===== config.mk =====
export PLATFORM = sky130hd
export DESIGN_NAME = run_detector
export DESIGN_NICKNAME = d
export VERILOG_FILES = /design/src/rtl/run_detector_pkg.sv /design/src/rtl/run_detector_lane.sv /design/src/rtl/run_detector.sv
export SDC_FILE = /design/constraint.sdc
export NUM_CORES = 1
export LEC_CHECK = 0
export CELL_PAD_IN_SITES_DETAIL_PLACEMENT = 0
export CELL_PAD_IN_SITES_GLOBAL_PLACEMENT = 2
export CORE_MARGIN = 4
export CORE_UTILIZATION = 34
export DETAILED_ROUTE_END_ITERATION = 16
export DONT_BUFFER_PORTS = 1
export HOLD_SLACK_MARGIN = 0.03
export MAX_ROUTING_LAYER = met4
export PLACE_DENSITY = 0.85
export SLEW_MARGIN = 10
export SYNTH_ARGS = -nofsm -noshare
export SYNTH_HDL_FRONTEND = slang
export SYNTH_SLANG_ARGS = --single-unit

===== constraint.sdc =====
create_clock -name clk -period 1.8 [get_ports clk]
set_input_delay 0.27 -clock clk [delete_from_list [all_inputs] [get_ports clk]]
set_output_delay 0.27 -clock clk [all_outputs]
set_load 0.02 [all_outputs]

===== src/rtl/run_detector_pkg.sv =====
// Shared constants and state encoding for the multi-lane run-length detector.
package run_detector_pkg;

    localparam int ST_W = 2;

    typedef enum logic [ST_W-1:0] {
        ST_IDLE = 2'd0,
        ST_RUN  = 2'd1,
        ST_HIT  = 2'd2
    } run_state_t;

endpackage


===== src/rtl/run_detector_lane.sv =====
// One detector lane: run-length FSM, run counter and saturating hit counter.
module run_detector_lane
    import run_detector_pkg::*;
#(
    parameter int   RUN_LEN = 2,
    parameter logic TARGET  = 1'b0,
    parameter int   CNT_W   = 8
) (
    input  logic             clk,
    input  logic             reset,
    input  logic             valid,
    input  logic             seq_bit,
    input  logic             overlap,
    input  logic             clear,
    output logic             hit,
    output logic             result,
    output logic [ST_W-1:0]  state,
    output logic [CNT_W-1:0] hit_cnt
);

    localparam int RC_W = $clog2(RUN_LEN + 1);
    localparam logic [RC_W-1:0]  RC_LAST = RC_W'(RUN_LEN - 1);
    localparam logic [RC_W-1:0]  RC_FULL = RC_W'(RUN_LEN);
    localparam logic [CNT_W-1:0] CNT_MAX = '1;

    run_state_t       state_reg;
    logic [RC_W-1:0]  rc_reg;
    logic [CNT_W-1:0] cnt_reg;
    logic             result_reg;

    logic [RC_W-1:0]  base_rc;
    logic [RC_W-1:0]  n_rc;
    logic             legal;

    // The HIT state re-reads i_overlap so a mode change only bends the beat after a hit.
    always_comb begin
        base_rc = '0;
        legal   = 1'b1;
        case (state_reg)
            ST_IDLE: base_rc = '0;
            ST_RUN:  base_rc = rc_reg;
            ST_HIT:  base_rc = overlap ? RC_LAST : '0;
            default: legal = 1'b0;
        endcase
        n_rc = base_rc + 1'b1;
        hit  = valid && legal && (seq_bit == TARGET) && (n_rc == RC_FULL);
    end

    always_ff @(posedge clk) begin
        if (reset) begin
            state_reg  <= ST_IDLE;
            rc_reg     <= '0;
            cnt_reg    <= '0;
            result_reg <= 1'b0;
        end else begin
            result_reg <= hit;

            if (clear)
                cnt_reg <= '0;
            else if (hit && cnt_reg != CNT_MAX)
                cnt_reg <= cnt_reg + 1'b1;

            if (!legal) begin
                state_reg <= ST_IDLE;
                rc_reg    <= '0;
            end else if (valid) begin
                if (seq_bit == TARGET) begin
                    if (n_rc == RC_FULL) begin
                        state_reg <= ST_HIT;
                        rc_reg    <= overlap ? RC_LAST : '0;
                    end else begin
                        state_reg <= ST_RUN;
                        rc_reg    <= n_rc;
                    end
                end else begin
                    state_reg <= ST_IDLE;
                    rc_reg    <= '0;
                end
            end
        end
    end

    assign result  = result_reg;
    assign state   = state_reg;
    assign hit_cnt = cnt_reg;

endmodule


===== src/rtl/run_detector.sv =====
// CH independent run-length detector lanes with a combined hit flag and packed debug outputs.
module run_detector
    import run_detector_pkg::*;
#(
    parameter int   CH      = 4,
    parameter int   RUN_LEN = 2,
    parameter logic TARGET  = 1'b0,
    parameter int   CNT_W   = 8
) (
    input  logic                clk,
    input  logic                reset,
    input  logic                i_valid,
    input  logic [CH-1:0]       i_seq,
    input  logic                i_overlap,
    input  logic                i_clear,
    output logic [CH-1:0]       result,
    output logic                o_any,
    output logic [ST_W*CH-1:0]  state,
    output logic [CNT_W*CH-1:0] o_hit_cnt
);

    logic [CH-1:0] hit_vec;
    logic          o_any_reg;

    generate
        for (genvar gi = 0; gi < CH; gi++) begin : g_lane
            run_detector_lane #(
                .RUN_LEN (RUN_LEN),
                .TARGET  (TARGET),
                .CNT_W   (CNT_W)
            ) u_lane (
                .clk     (clk),
                .reset   (reset),
                .valid   (i_valid),
                .seq_bit (i_seq[gi]),
                .overlap (i_overlap),
                .clear   (i_clear),
                .hit     (hit_vec[gi]),
                .result  (result[gi]),
                .state   (state[gi*ST_W +: ST_W]),
                .hit_cnt (o_hit_cnt[gi*CNT_W +: CNT_W])
            );
        end
    endgenerate

    // Built from the lanes' next-cycle hits so it lines up with the registered result bits.
    always_ff @(posedge clk) begin
        if (reset)
            o_any_reg <= 1'b0;
        else
            o_any_reg <= |hit_vec;
    end

    assign o_any = o_any_reg;

endmodule


---- Word level (Yosys, flattened, before mapping) ----
Cells that the tools add are included.
word-level totals
  register bits after elaboration ......... 53
  input bits .............................. 9
  output and inout port bits .............. 45
  logic and storage cells ................. 104
cells by class
  add/sub/neg operators ................... 8
  equal/unequal tests ..................... 16
  mux-type cells .......................... 25
  bitwise gates (word level) .............. 8
  reductions and logical operators ........ 30
operators by type and width
  kind                                                                    count
  8-bit by 1-bit adder with 8-bit output (second input constant)          4
  2-bit 2-to-1 mux                                                        16
  8-bit != test (second input constant)                                   4
  2-bit equality test (second input constant)                             8
  1-bit logical AND                                                       16
  2-bit one-hot mux with 2 select lines                                   4
  3-bit OR reduction                                                      4
  2-bit OR reduction                                                      5
  2-bit by 1-bit adder with 2-bit output (second input constant)          4
  2-bit by 1-bit equality test with 1-bit output (second input constant)  4
  2-bit logical NOT                                                       4
  1-bit inverter                                                          8
  1-bit 2-to-1 mux                                                        5
  4-bit OR reduction                                                      1

---- Logic depth before layout (Yosys ltp) ----
  depth in word-level cells ............... 7
  depth in mapped cells ................... 7
  gate-level depth less buffers ........... 6

---- Hierarchy ----
From an unflattened synthesis, not the netlist that was laid out.
unflattened totals
  cell total of the unflattened synthesis .. 319
  area total of the unflattened synthesis .. 2792.7 µm²
modules (own cells, without submodules)
  module             times used  cells an instance  area an instance (µm²)  sequential area each (µm²)
  run_detector_lane  4           79                 690.7                   260.2
  run_detector       1           3                  30.0                    20.0

---- Least setup slack after synthesis ----
OpenSTA, ideal clock, no wires.
  path kind ............................... register to register
  start point ............................. register g_lane[0].u_lane.state_reg[0]
  end point ............................... register g_lane[0].u_lane.cnt_reg[2]
  setup time .............................. 0.135 ns
  arrival time ............................ 1.832 ns
  data required time ...................... 1.665 ns
  setup slack ............................. -0.167 ns
  cell stages (with the launch flop) ...... 8
  buffers on the path ..................... 1
  clock period less this slack ............ 1.967 ns
  path through ............................ dfxtp_1 inv_1 ha_1 a21oi_1 nand4_2 buf_2 o311ai_0 o41ai_1
on the way
  word-level cells in the longest chain between the ends .. 7
  elaborated cells between the ends (all ways) .. 12
  those cells by class .................... add/sub: 1; eq/ne: 3; mux: 2; reduce/logical: 6
RTL lines
  element                                                                         RTL line                 RTL
  start: declaration                                                              run_detector_lane.sv:26  run_state_t state_reg;
  start signal: assignment                                                        run_detector_lane.sv:51  state_reg <= ST_IDLE;
  start signal: assignment                                                        run_detector_lane.sv:64  state_reg <= ST_IDLE;
  start signal: assignment                                                        run_detector_lane.sv:69  state_reg <= ST_HIT;
  branches (longest 5 deep; another with 2-bit by 1-bit adder with 2-bit output)  n/a
  1-bit logical AND (*)                                                           run_detector_lane.sv:46  hit = valid && legal && (seq_bit == TARGET) && (n_rc == RC_FULL);
  1-bit logical AND (*)                                                           run_detector_lane.sv:60  else if (hit && cnt_reg != CNT_MAX)
  end signal: assignment                                                          run_detector_lane.sv:61  cnt_reg <= cnt_reg + 1'b1;
  end: declaration                                                                run_detector_lane.sv:28  logic [CNT_W-1:0] cnt_reg;
Every way passes the cells marked *.
A chain may end at the register's enable or synchronous reset.

---- Worst setup path after layout ----
  start point ............................. register g_lane[2].u_lane.state_reg[1]
  end point ............................... register g_lane[2].u_lane.cnt_reg[7]
on the way
  word-level cells in the longest chain between the ends .. 7
  elaborated cells between the ends (all ways) .. 12
  those cells by class .................... add/sub: 1; eq/ne: 3; mux: 2; reduce/logical: 6
RTL lines
  element                                                                         RTL line
  start: declaration                                                              run_detector_lane.sv:26
  start signal: assignment                                                        run_detector_lane.sv:51
  start signal: assignment                                                        run_detector_lane.sv:64
  start signal: assignment                                                        run_detector_lane.sv:69
  branches (longest 5 deep; another with 2-bit by 1-bit adder with 2-bit output)  n/a
  1-bit logical AND (*)                                                           run_detector_lane.sv:46
  1-bit logical AND (*)                                                           run_detector_lane.sv:60
  end signal: assignment                                                          run_detector_lane.sv:61
  end: declaration                                                                run_detector_lane.sv:28
Marks and branches as above.

==> flow_metrics.tcl <==
set metrics [dict create \
    p_comb_frac 0.088 \
    min_to "g_lane[0].u_lane.rc_reg[1]$_SDFFE_PP0P_" \
    vias 2690 \
    grtUsageTotal 0.158 \
    avgSynthCellArea_um2 8.93 \
    clk_latency_ns 0.30 \
    relSlewSlack 0.542 \
    endpoint_kind "flop" \
    dpl_cell_area_um2 3300 \
    grt-ovfl-total 0 \
    synth_top_area_share 0.372 \
    dieArea_um2 9910 \
    die_h_um 99.5 \
    final_antenna_net_count 0 \
    worstMarginPinSlew_ns 0.685 \
    synth_area_leaders "dfxtp_1 37%, ha_1 7.0%, a21oi_1 5.3%, mux2i_1 3.5%, o41ai_1 3.1%" \
    initial_core_util 0.348 \
    largest_reg_flops 32 \
    grt_pass1_wl_um 12700 \
    cp-start-kind "flop" \
    power.density_nw_per_um2 545 \
    pwr-share-seq 0.561 \
    fin_util 0.476 \
    cts.path.max_buffers 2 \
    numCtsBuffers 5 \
    netlist_instances 319 \
    worstHoldStart "i_valid" \
    grt_pass1_vias 2644 \
    drtPass1Iterations 5 \
    synth_compound_area_frac 0.214 \
    area_growth_pct 36.6 \
    synth_area_um2 2850 \
    maxSlewViolCount 0 \
    design_area_um2 3890 \
    antenna_found_initial 0 \
    synth_edf_count 0 \
    seq_area_frac_synth 0.372 \
    criticalPathCategory "flop to flop" \
    r2r_slack_ns 0.05 \
    drcViolationCount 0 \
    cp_max_fo 8 \
    max_stage_delay_ns 0.55 \
    setup_viol 0 \
    hold_viol_final 0 \
    synth-simple-area-share 0.243 \
    r2r-end "g_lane[2].u_lane.hit_cnt[7]$_SDFFE_PP0P_" \
    cts_sinks 53 \
    vias_per_cell 5.56 \
    yosys_warnings 0 \
    nets 403 \
    r2r_cells 6 \
    crit_chain "inv_1 -> ha_4 -> a21oi_4 -> nand4b_4 -> or4_4 -> a21oi_2" \
    finalCritPeriodShare 0.970 \
    cts_tree "done" \
    fin_setup_tns_ns 0 \
    ys_seq_elements 53 \
    gp_congestion 0.818 \
    p_leak_uw 0.00143 \
    power.share.clock 0.352 \
    cp.required_ns 2.04 \
    r2r-start "g_lane[2].u_lane.state[1]$_SDFFE_PP0P_" \
    maxCapViolCount 0 \
    htreeDepth 2 \
    slowest_stage "or4_4" \
    dp_hpwl_um 5280 \
    cts_root_buf "clkbuf_8" \
    syn_nets 344 \
    swShare 0.238 \
    fill_cells 781 \
    synth_top_family_by_area "simple AND/OR/NAND/NOR gates" \
    worstPathArrival_ns 1.99 \
    max_clock_freq_ghz 0.573 \
    core_area_um2 8180 \
    port_buffers 0 \
    yosys_most_used_dff "dfxtp_1" \
    hp-class "primary input to flop" \
    cts.clk_slew.worst_paths_ns 0.10 \
    rsz0062_at_grt "yes" \
    std_cell_rows 33 \
    synthAdderAreaFrac 0.0703 \
    synth_area_leader_cell "dfxtp_1" \
    muxShareOfSynthArea 0.0351 \
    grt_max_degree 27 \
    antenna_cells 0 \
    hold_path_depth 1 \
    max-vdd-ir-drop_v 0.000265 \
    drt_iter0_drc 104 \
    die_w_um 99.5 \
    status "complete, no violations" \
    skew_ns 0.00985 \
    detail_route.wl_per_cell_um 16.5 \
    p_int_uw 1620 \
    synth.distinct_cells 45 \
    ioPinCount 54 \
    finalCriticalPeriod_ns 1.75 \
    synth_xor_area_frac 0 \
    switching_power_uw 504 \
    post_route_cells_drive_above_1_share 0.361 \
    wl_um 8010 \
    synthArstFlopShare 0 \
]
what timing repair did:
item                                    CTS  global route
resized for setup                        19            52
pin swaps                                13            19
setup buffers                             9             4
hold endpoints to repair                 15             3
endpoints found under the setup margin   23            30
hold buffers                              1             3
layout by cell type (no fill, tap or decap), drive strengths merged, types with 4 or more instances in the layout:
cell / n
a21o: 4
inv: 17
nand4: 8
nand2: 19
o311ai: 6
clkbuf: 7
buf: 69
a21oi: 32
ha: 16
o31ai: 11
nor3: 11
o41ai: 10
or4: 10
nand3: 10
dfxtp: 53
o21ai: 6
nor2: 18
a31oi: 5
dlygate4sd3: 4
mux2i: 10
nand2b: 6
or3: 10
worst max path at each step:
stage / start / endpoint / slack [ns] / cells past startpoint
6_report: g_lane[2].u_lane.state[1]$_SDFFE_PP0P_ / g_lane[2].u_lane.hit_cnt[7]$_SDFFE_PP0P_ / 0.05 / 6
5_1_grt: g_lane[2].u_lane.state[1]$_SDFFE_PP0P_ / g_lane[2].u_lane.hit_cnt[7]$_SDFFE_PP0P_ / -0.02 / 6
4_1_cts: g_lane[0].u_lane.state[1]$_SDFFE_PP0P_ / g_lane[0].u_lane.hit_cnt[3]$_SDFFE_PP0P_ / 0.003 / 6
3_5_place_dp: g_lane[0].u_lane.state[0]$_SDFFE_PP0P_ / g_lane[0].u_lane.hit_cnt[7]$_SDFFE_PP0P_ / -0.08 / 7
3_3_place_gp: g_lane[0].u_lane.state[0]$_SDFFE_PP0P_ / g_lane[0].u_lane.hit_cnt[7]$_SDFFE_PP0P_ / -0.04 / 7
2_1_floorplan: g_lane[0].u_lane.state[0]$_SDFFE_PP0P_ / g_lane[0].u_lane.hit_cnt[2]$_SDFFE_PP0P_ / 0.003 / 7
cells in the mapped netlist (2+ instances only):
library cell / n
a211oi_1: 3
a21o_1: 4
a21oi_1: 30
a21oi_2: 2
a22o_1: 2
a31oi_1: 5
a41oi_1: 3
and3_1: 2
and4_1: 2
buf_2: 4
buf_4: 4
buf_6: 3
clkbuf_1: 10
dfxtp_1: 53
ha_1: 16
inv_1: 17
mux2i_1: 10
nand2_1: 19
nand2b_1: 6
nand3_1: 10
nand3b_1: 3
nand4_1: 5
nand4_2: 2
nor2_1: 18
nor2b_1: 3
nor3_1: 11
nor4_1: 2
nor4b_1: 2
o211ai_1: 3
o21ai_0: 6
o311ai_0: 6
o31ai_1: 11
o41ai_1: 10
or2_2: 2
or3_1: 10
or4_1: 10
or4b_1: 2
per-stage QoR:
step | setup slack (ns) | hold WS [ns] | power [µW] | instances
after floorplan | 0.00287 | 0.417 | 1330 | 319
after global placement | -0.0374 | 0.340 | 1340 | 459
after detailed placement | -0.0812 | 0.341 | 1340 | 459
final | 0.0544 | 0.0594 | 2120 | 484
after global routing | -0.0246 | 0.0338 | 2220 | 484
after CTS | 0.00327 | 0.0305 | 2120 | 477
power groups by stage:
stage          Combinational [µW]  Sequential (µW)  Clock [µW]
4_1_cts                       151             1190         779
2_1_floorplan                98.8             1230           0
6_report                      186             1190         746
3_3_place_gp                  121             1220           0
3_5_place_dp                  124             1220           0
5_1_grt                       202             1190         823
worst max-delay path: cells and delay by family (launching register included):
family                     cells  cell delay, ns
AOI/OAI and AO/OA              2            0.29
and+or+nand+nor                2            0.73
buffers and inverters          1            0.09
adders and majority gates      1            0.19
DFF                            1            0.38
layer usage:
layer | vias to the layer above | global-route usage | wire, µm
met2 | 57 | 0.267 | 4060
met3 | 6 | 0.0365 | 408
li1 | 1317 | - | -
met1 | 1310 | 0.189 | 3480
met4 | 0 | 0.0431 | 61
met5 | - | - | 0
cell families (layout without fill, tap and decap cells):
kind of cell	after synthesis	in the layout
AO/OA/AOI/OAI	87	87
adder cells (fa/ha/maj)	16	16
buffers and inverters	38	98
flip-flops	53	53
multiplexers	10	10
AND/OR/NAND/NOR	115	115
area by class of cell:
class | count | area (µm²) | share of cell area
timing repair buffer | 73 | 577 | 0.148
multi-input combinational | 228 | 1930 | 0.495
clock inverter | 1 | 5.00 | 0.00129
inverter | 17 | 63.8 | 0.0164
tap | 105 | 131 | 0.0338
sequential | 53 | 1090 | 0.280
clock buffer | 7 | 96.3 | 0.0248
No activity file was read; power rests on OpenSTA's default activity.
==> variant 1: new RTL, config.mk and constraints unchanged <==
`CNT_W` is set to 8 in 2 places; all go to 6.
--- a/src/rtl/run_detector_lane.sv
+++ b/src/rtl/run_detector_lane.sv
@@ -5,5 +5,5 @@
     parameter int   RUN_LEN = 2,
     parameter logic TARGET  = 1'b0,
-    parameter int   CNT_W   = 8
+    parameter int   CNT_W   = 6
 ) (
     input  logic             clk,
--- a/src/rtl/run_detector.sv
+++ b/src/rtl/run_detector.sv
@@ -6,5 +6,5 @@
     parameter int   RUN_LEN = 2,
     parameter logic TARGET  = 1'b0,
-    parameter int   CNT_W   = 8
+    parameter int   CNT_W   = 6
 ) (
     input  logic                clk,
Interface: changed (resized o_hit_cnt); port bits go from 54 to 46. No check against the original RTL was run, so the function may have changed too.
==> variant 1 against the unedited design <==
The run now ends with negative setup slack left; synthesized area fell by 17%; final area fell by 17%; first-iteration DRC count fell by 48%; critical path type unchanged; core utilization rose by 0.21 points; setup slack got worse by 0.065 ns; sequential cell count fell by 8; total power fell by 7.2%; wire length fell by 23%; highest routed layer unchanged.
==> variant 1: results (changes against the unedited design) <==
Clocking
  • Clk Latency, worst-skew pair: between 0.2 and 0.3 ns
  • CTS Buf Count: 5 (unchanged)
  • CTS Hold Bufs: 3 (+2)
  • H-tree depth: 2 (unchanged)
  • PostCTS Resize Cnt: 21 (+2)
  • CTS root buf: clkbuf_8
  • Postcts setup bufs: 6 (-3)
  • Clock transition at path regs: 0.08 ns (-0.02 ns)

Pwr
  • Max VDD drop: 0.345 mV (+30%)
  • Leak Pwr: 1.26 nW (-11%)

Outcome
  • Failing checks: negative setup slack
  • Status: finished with violations

Worst setup path
  • WP data arrival: 2.04 ns (+0.05 ns)
  • CP max stage delay: 0.36 ns (-0.19 ns)
  • CP top delay family: simple AND/OR/NAND/NOR gates
  • Reg2reg path depth: 7 (+1)
  • CP max FO: 6 (-2)
  • Crit-path slowest cell: dfxtp_4
  • Critical Path End: g_lane[2].u_lane.hit_cnt[0]
  • Reg2reg end: g_lane[2].u_lane.hit_cnt[0]

Place
  • HPWL after DPL: 4160 µm (-21%)
  • Cell count after placement: 396 (-14%)
  • GP Congestion: 0.798 (-2.4%)
  • Worst slack, placed: -0.0785 ns (+0.00262 ns)
  • Post-DP Area: 2780 µm² (-16%)

Timing
  • Max-slew headroom: 65.2% (+11 points)
  • Final setup viols: 1 (+1)
  • Worst Setup Slack, final: -0.0104 ns (-0.0648 ns)
  • Clock skew: 0.00637 ns (-0.00348 ns)
  • Setup TNS: -0.0104 ns (-0.0104 ns)

Synthesis
  • Post-synthesis cell type count: 40 (-11%)
  • Mux cell area share after synthesis: 3.38% (-0.14 points)
  • Mapped Nets: 291 (-15%)
  • Seq/Total Area, Yosys: 38.0% (+0.73 points)
  • Post-synth top flop: dfxtp_1
  • Synth Area in XOR/XNOR: 0% (unchanged)
  • Compound-Gate Fraction of Synth Area: 22.4% (+1.0 points)
  • Synth cell count leaders: dfxtp_1, a21oi_1, ha_1, nor2_1, inv_1
  • Top cells by area, synth: dfxtp_1, ha_1, a21oi_1
  • Cells after Synth: 266 (-17%)
  • Adder-Cell Fraction of Synth Area: 8.44% (+1.4 points)
  • Yosys warning count: 0 (unchanged)

Global routing
  • Initial antenna violation count: 0 (unchanged)
  • Vias in the first global route: 2044 (-23%)
  • Largest net degree at the start of global routing: 23 (-15%)
  • GRT Resource Usage Total: 14.7% (-1.1 points)
  • First-pass GRT wire length: 9920 µm (-22%)

Drt
  • DRT iter0 DRCs: 54 (-48%)
  • First-pass DRT Iterations: 4 (-1)
  • Post-Route WL: 6170 µm (-23%)
  • Vias after detailed routing: 2222 (-17%)

Final layout
  • Nets: 349 (-13%)
  • Non-filler cells in the finished layout: 421 (-13%)
  • Filler cell count: 663 (-15%)
  • N_diodes: 0 (unchanged)
  • Layout cell share with drive strength beyond 1: 33.8% (-2.3 points)
  • Max reg flops: 24 (-25%)

Hold path
  • Type of the most critical hold path: input pin to register
  • Worst Hold Path Cells: 1 (unchanged)
variant 1: cell count changes after synthesis, moves of 4 or more:
cell	before	now
o311ai_1	0	4
o311ai_0	6	0
o21ai_0	6	0
o21ai_1	0	7
dfxtp_1	53	45
clkbuf_1	10	6
or4_1	10	4
nand2_1	19	11
o41ai_1	10	4
variant 1: worst register-to-register path: stages (launching register included):
cell	delay [ns]
dfxtp_4	0.36
buf_6	0.12
ha_4	0.24
a21oi_4	0.12
nand4_1	0.24
buf_4	0.22
or3_1	0.33
a21oi_1	0.12
variant 1: how the worst min path moves through the flow:
stage / start / slack (ns) / to
CTS: reset / 0.03 / g_lane[0].u_lane.state[0]
finish: reset / 0.05 / g_lane[2].u_lane.result
global route: reset / 0.03 / g_lane[0].u_lane.rc_reg[0]
detailed placement: reset / 0.35 / g_lane[0].u_lane.state[0]
floorplan: reset / 0.42 / g_lane[3].u_lane.rc_reg[1]
global placement: reset / 0.34 / g_lane[0].u_lane.state[0]
variant 1: area by class of cell:
type / instances / area [µm²] / area share (%)
Multi-Input combinational cell: 190 / 1490 / 45.9
Sequential cell: 45 / 921 / 28.4
Timing Repair Buffer: 67 / 539 / 16.6
Tap cell: 96 / 120 / 3.70
Clock buffer: 7 / 86.3 / 2.66
Inverter: 15 / 61.3 / 1.89
Clock inverter: 1 / 30.0 / 0.924
variant 1: layer usage:
| layer | wire, µm | GRT usage, % | share of wire (%) |
|---|---|---|---|
| met5 | 0 | - | 0 |
| met4 | 40 | 3.02 | 0.65 |
| met2 | 2830 | 22.0 | 46 |
| met3 | 417 | 5.39 | 6.8 |
| met1 | 2890 | 19.0 | 47 |
variant 1: where the power goes:
part           switching, mW  internal (mW)  leakage, nW  total (mW)
logic                 0.0782         0.0851        0.836       0.163
registers             0.0131           1.00        0.369        1.02
clock network          0.337          0.453       0.0585       0.789
==> variant 2: new RTL, config.mk and constraints unchanged <==
Without the edit above. Reset style: asynchronous (`reset`), changed in 2 clocked blocks.
--- a/src/rtl/run_detector_lane.sv
+++ b/src/rtl/run_detector_lane.sv
@@ -47,5 +47,5 @@
     end
 
-    always_ff @(posedge clk) begin
+    always_ff @(posedge clk or posedge reset) begin
         if (reset) begin
             state_reg  <= ST_IDLE;
--- a/src/rtl/run_detector.sv
+++ b/src/rtl/run_detector.sv
@@ -45,5 +45,5 @@
 
     // Built from the lanes' next-cycle hits so it lines up with the registered result bits.
-    always_ff @(posedge clk) begin
+    always_ff @(posedge clk or posedge reset) begin
         if (reset)
             o_any_reg <= 1'b0;
Behaviour: differs if reset is asserted again (counterexample within 4 cycles, from zero or initial values and one cycle with reset high); with reset held inactive, the same outputs for 4 cycles.
==> variant 2 against the unedited design <==
The flow now finishes with violations (negative setup slack); setup slack got worse by 0.40 ns; final area is 13% higher; synthesized area is 2.2% higher; wire length rose by 12%; non-clock buffer count increased by 27; fmax down 19%; worst hold slack improved by 0.046 ns; sequential cell count stayed put; die area is 2.0% higher.
Power is not compared: it rests on default switching activity, and its combinational part moved more than twofold at a synthesized area within 25%.
==> variant 2: results (changes against the unedited design) <==
Synthesis
  • Synth cell count leaders: dfrtp_1, a21oi_1, nand2_1, ha_1, inv_1
  • Share of synthesized registers carrying an async set or reset: 100% (+100 points)
  • Seq/Total Area, Yosys: 45.6% (+8.3 points)
  • Top cells by area, synth: dfrtp_1, ha_1, a21oi_1

Global routing
  • Vias in the first global route: 2833 (+7.1%)
  • Largest net degree at the start of global routing: 54 (+100%)
  • GRT Resource Usage Total: 18.5% (+2.7 points)

Drt
  • Routed met3 length: 480 µm (+18%)
  • DRT iter0 DRCs: 94 (-9.6%)
  • Routed length on met2: 4470 µm (+10%)
  • M1 WL: 3900 µm (+12%)
  • DR WL/cell: 17.7 µm (+7.0%)

Timing
  • Clock skew: 0.00854 ns (-0.00131 ns)
  • Final setup viols: 33 (+33)
  • Worst Setup Slack, final: -0.343 ns (-0.398 ns)
  • Max-slew headroom: 65.9% (+12 points)

Clocking
  • Postcts setup bufs: 17 (+8)
  • CTS Hold Bufs: 3 (+2)
  • Clk Latency, worst-skew pair: 0.32 ns (+0.02 ns)
  • PostCTS Resize Cnt: 52 (+33)

Worst setup path
  • WP data arrival: 2.40 ns (+0.41 ns)
  • Worst r2r src: g_lane[0].u_lane.state[0]
  • Critical Path End: g_lane[0].u_lane.hit_cnt[4]

Final layout
  • Area delta synth->final: 50.5%
  • Layout cell share with drive strength beyond 1: 45.8% (+9.6 points)

Place
  • HPWL after DPL: 5660 µm (+7.1%)

Outcome
  • Failing checks: negative setup slack
  • Status: finished with violations
-- variant 2: cell count changes after synthesis, moves of 5 or more --
cell      before  now
o41ai_1       10    3
o21ai_1        0    6
or3b_1         0    5
o311ai_0       6    0
o21ai_0        6   14
nor3_1        11    2
dfxtp_1       53    0
nand2_1       19   24
mux2i_1       10    2
dfrtp_1        0   53
-- variant 2: worst min path at each step --
stage | from | endpoint | cells after the start
after CTS | i_valid | g_lane[1].u_lane.rc_reg[0] | 2
after global placement | reset | g_lane[1].u_lane.result | 2
after detailed placement | reset | g_lane[2].u_lane.result | 2
after floorplan | i_seq[1] | g_lane[1].u_lane.rc_reg[1] | 3
final | i_valid | g_lane[1].u_lane.rc_reg[0] | 2
after global routing | i_valid | g_lane[1].u_lane.rc_reg[0] | 2
-- variant 2: layout make-up --
| cell class | instances | share of cell area [%] |
|---|---|---|
| Sequential cell | 53 | 30.5 |
| Tap cell | 105 | 3.00 |
| Inverter | 19 | 1.80 |
| Multi-Input combinational cell | 222 | 42.4 |
| Clock buffer | 7 | 2.20 |
| Timing Repair Buffer | 100 | 19.9 |
| Clock inverter | 1 | 0.200 |
-- variant 2: cells by family after synthesis --
| logic type | synth area share [%] |
|---|---|
| AO/OA/AOI/OAI | 19.1 |
| adder cells (fa/ha/maj) | 6.88 |
| buffers and inverters | 4.77 |
| flip-flops | 45.6 |
| multiplexers | 1.46 |
| AND/OR/NAND/NOR | 22.2 |
-- variant 2: routing by layer --
layer,track usage [%],vias to the layer above
met4,4.35,0
met1,22.9,1415
met3,4.36,13
met2,30.8,60
met5,-,-
li1,-,1333
-- variant 2: report_power, final --
group / total (mW) / leakage (nW) / switching, mW / internal [mW]
logic: 0.421 / 1.06 / 0.216 / 0.205
registers: 1.26 / 0.713 / 0.0353 / 1.22
clock network: 0.792 / 0.0549 / 0.435 / 0.357
total: 2.47 / 1.83 / 0.686 / 1.78
-- variant 2: worst max-delay path, delay by kind of cell (launching register included) --
kind / cells / cell delay [ns]
flops: 1 / 0.45
simple gates: 2 / 0.82
compound gates: 2 / 0.50
buf+inv: 1 / 0.16
fa+ha+maj: 1 / 0.17
-- variant 2: metrics by stage --
step / setup TNS [ns] / std cells / hold WS, ns / utilization [%] / power, mW
floorplan: -3.98 / 306 / 0.459 / - / 1.45
global placement: -5.90 / 475 / 0.240 / 44.7 / 1.55
detailed placement: -7.14 / 475 / 0.239 / 44.7 / 1.56
CTS: -6.34 / 504 / 0.0986 / 51.2 / 2.45
global route: -9.31 / 507 / 0.110 / 53.0 / 2.56
finish: -6.77 / 507 / 0.105 / 53.0 / 2.47
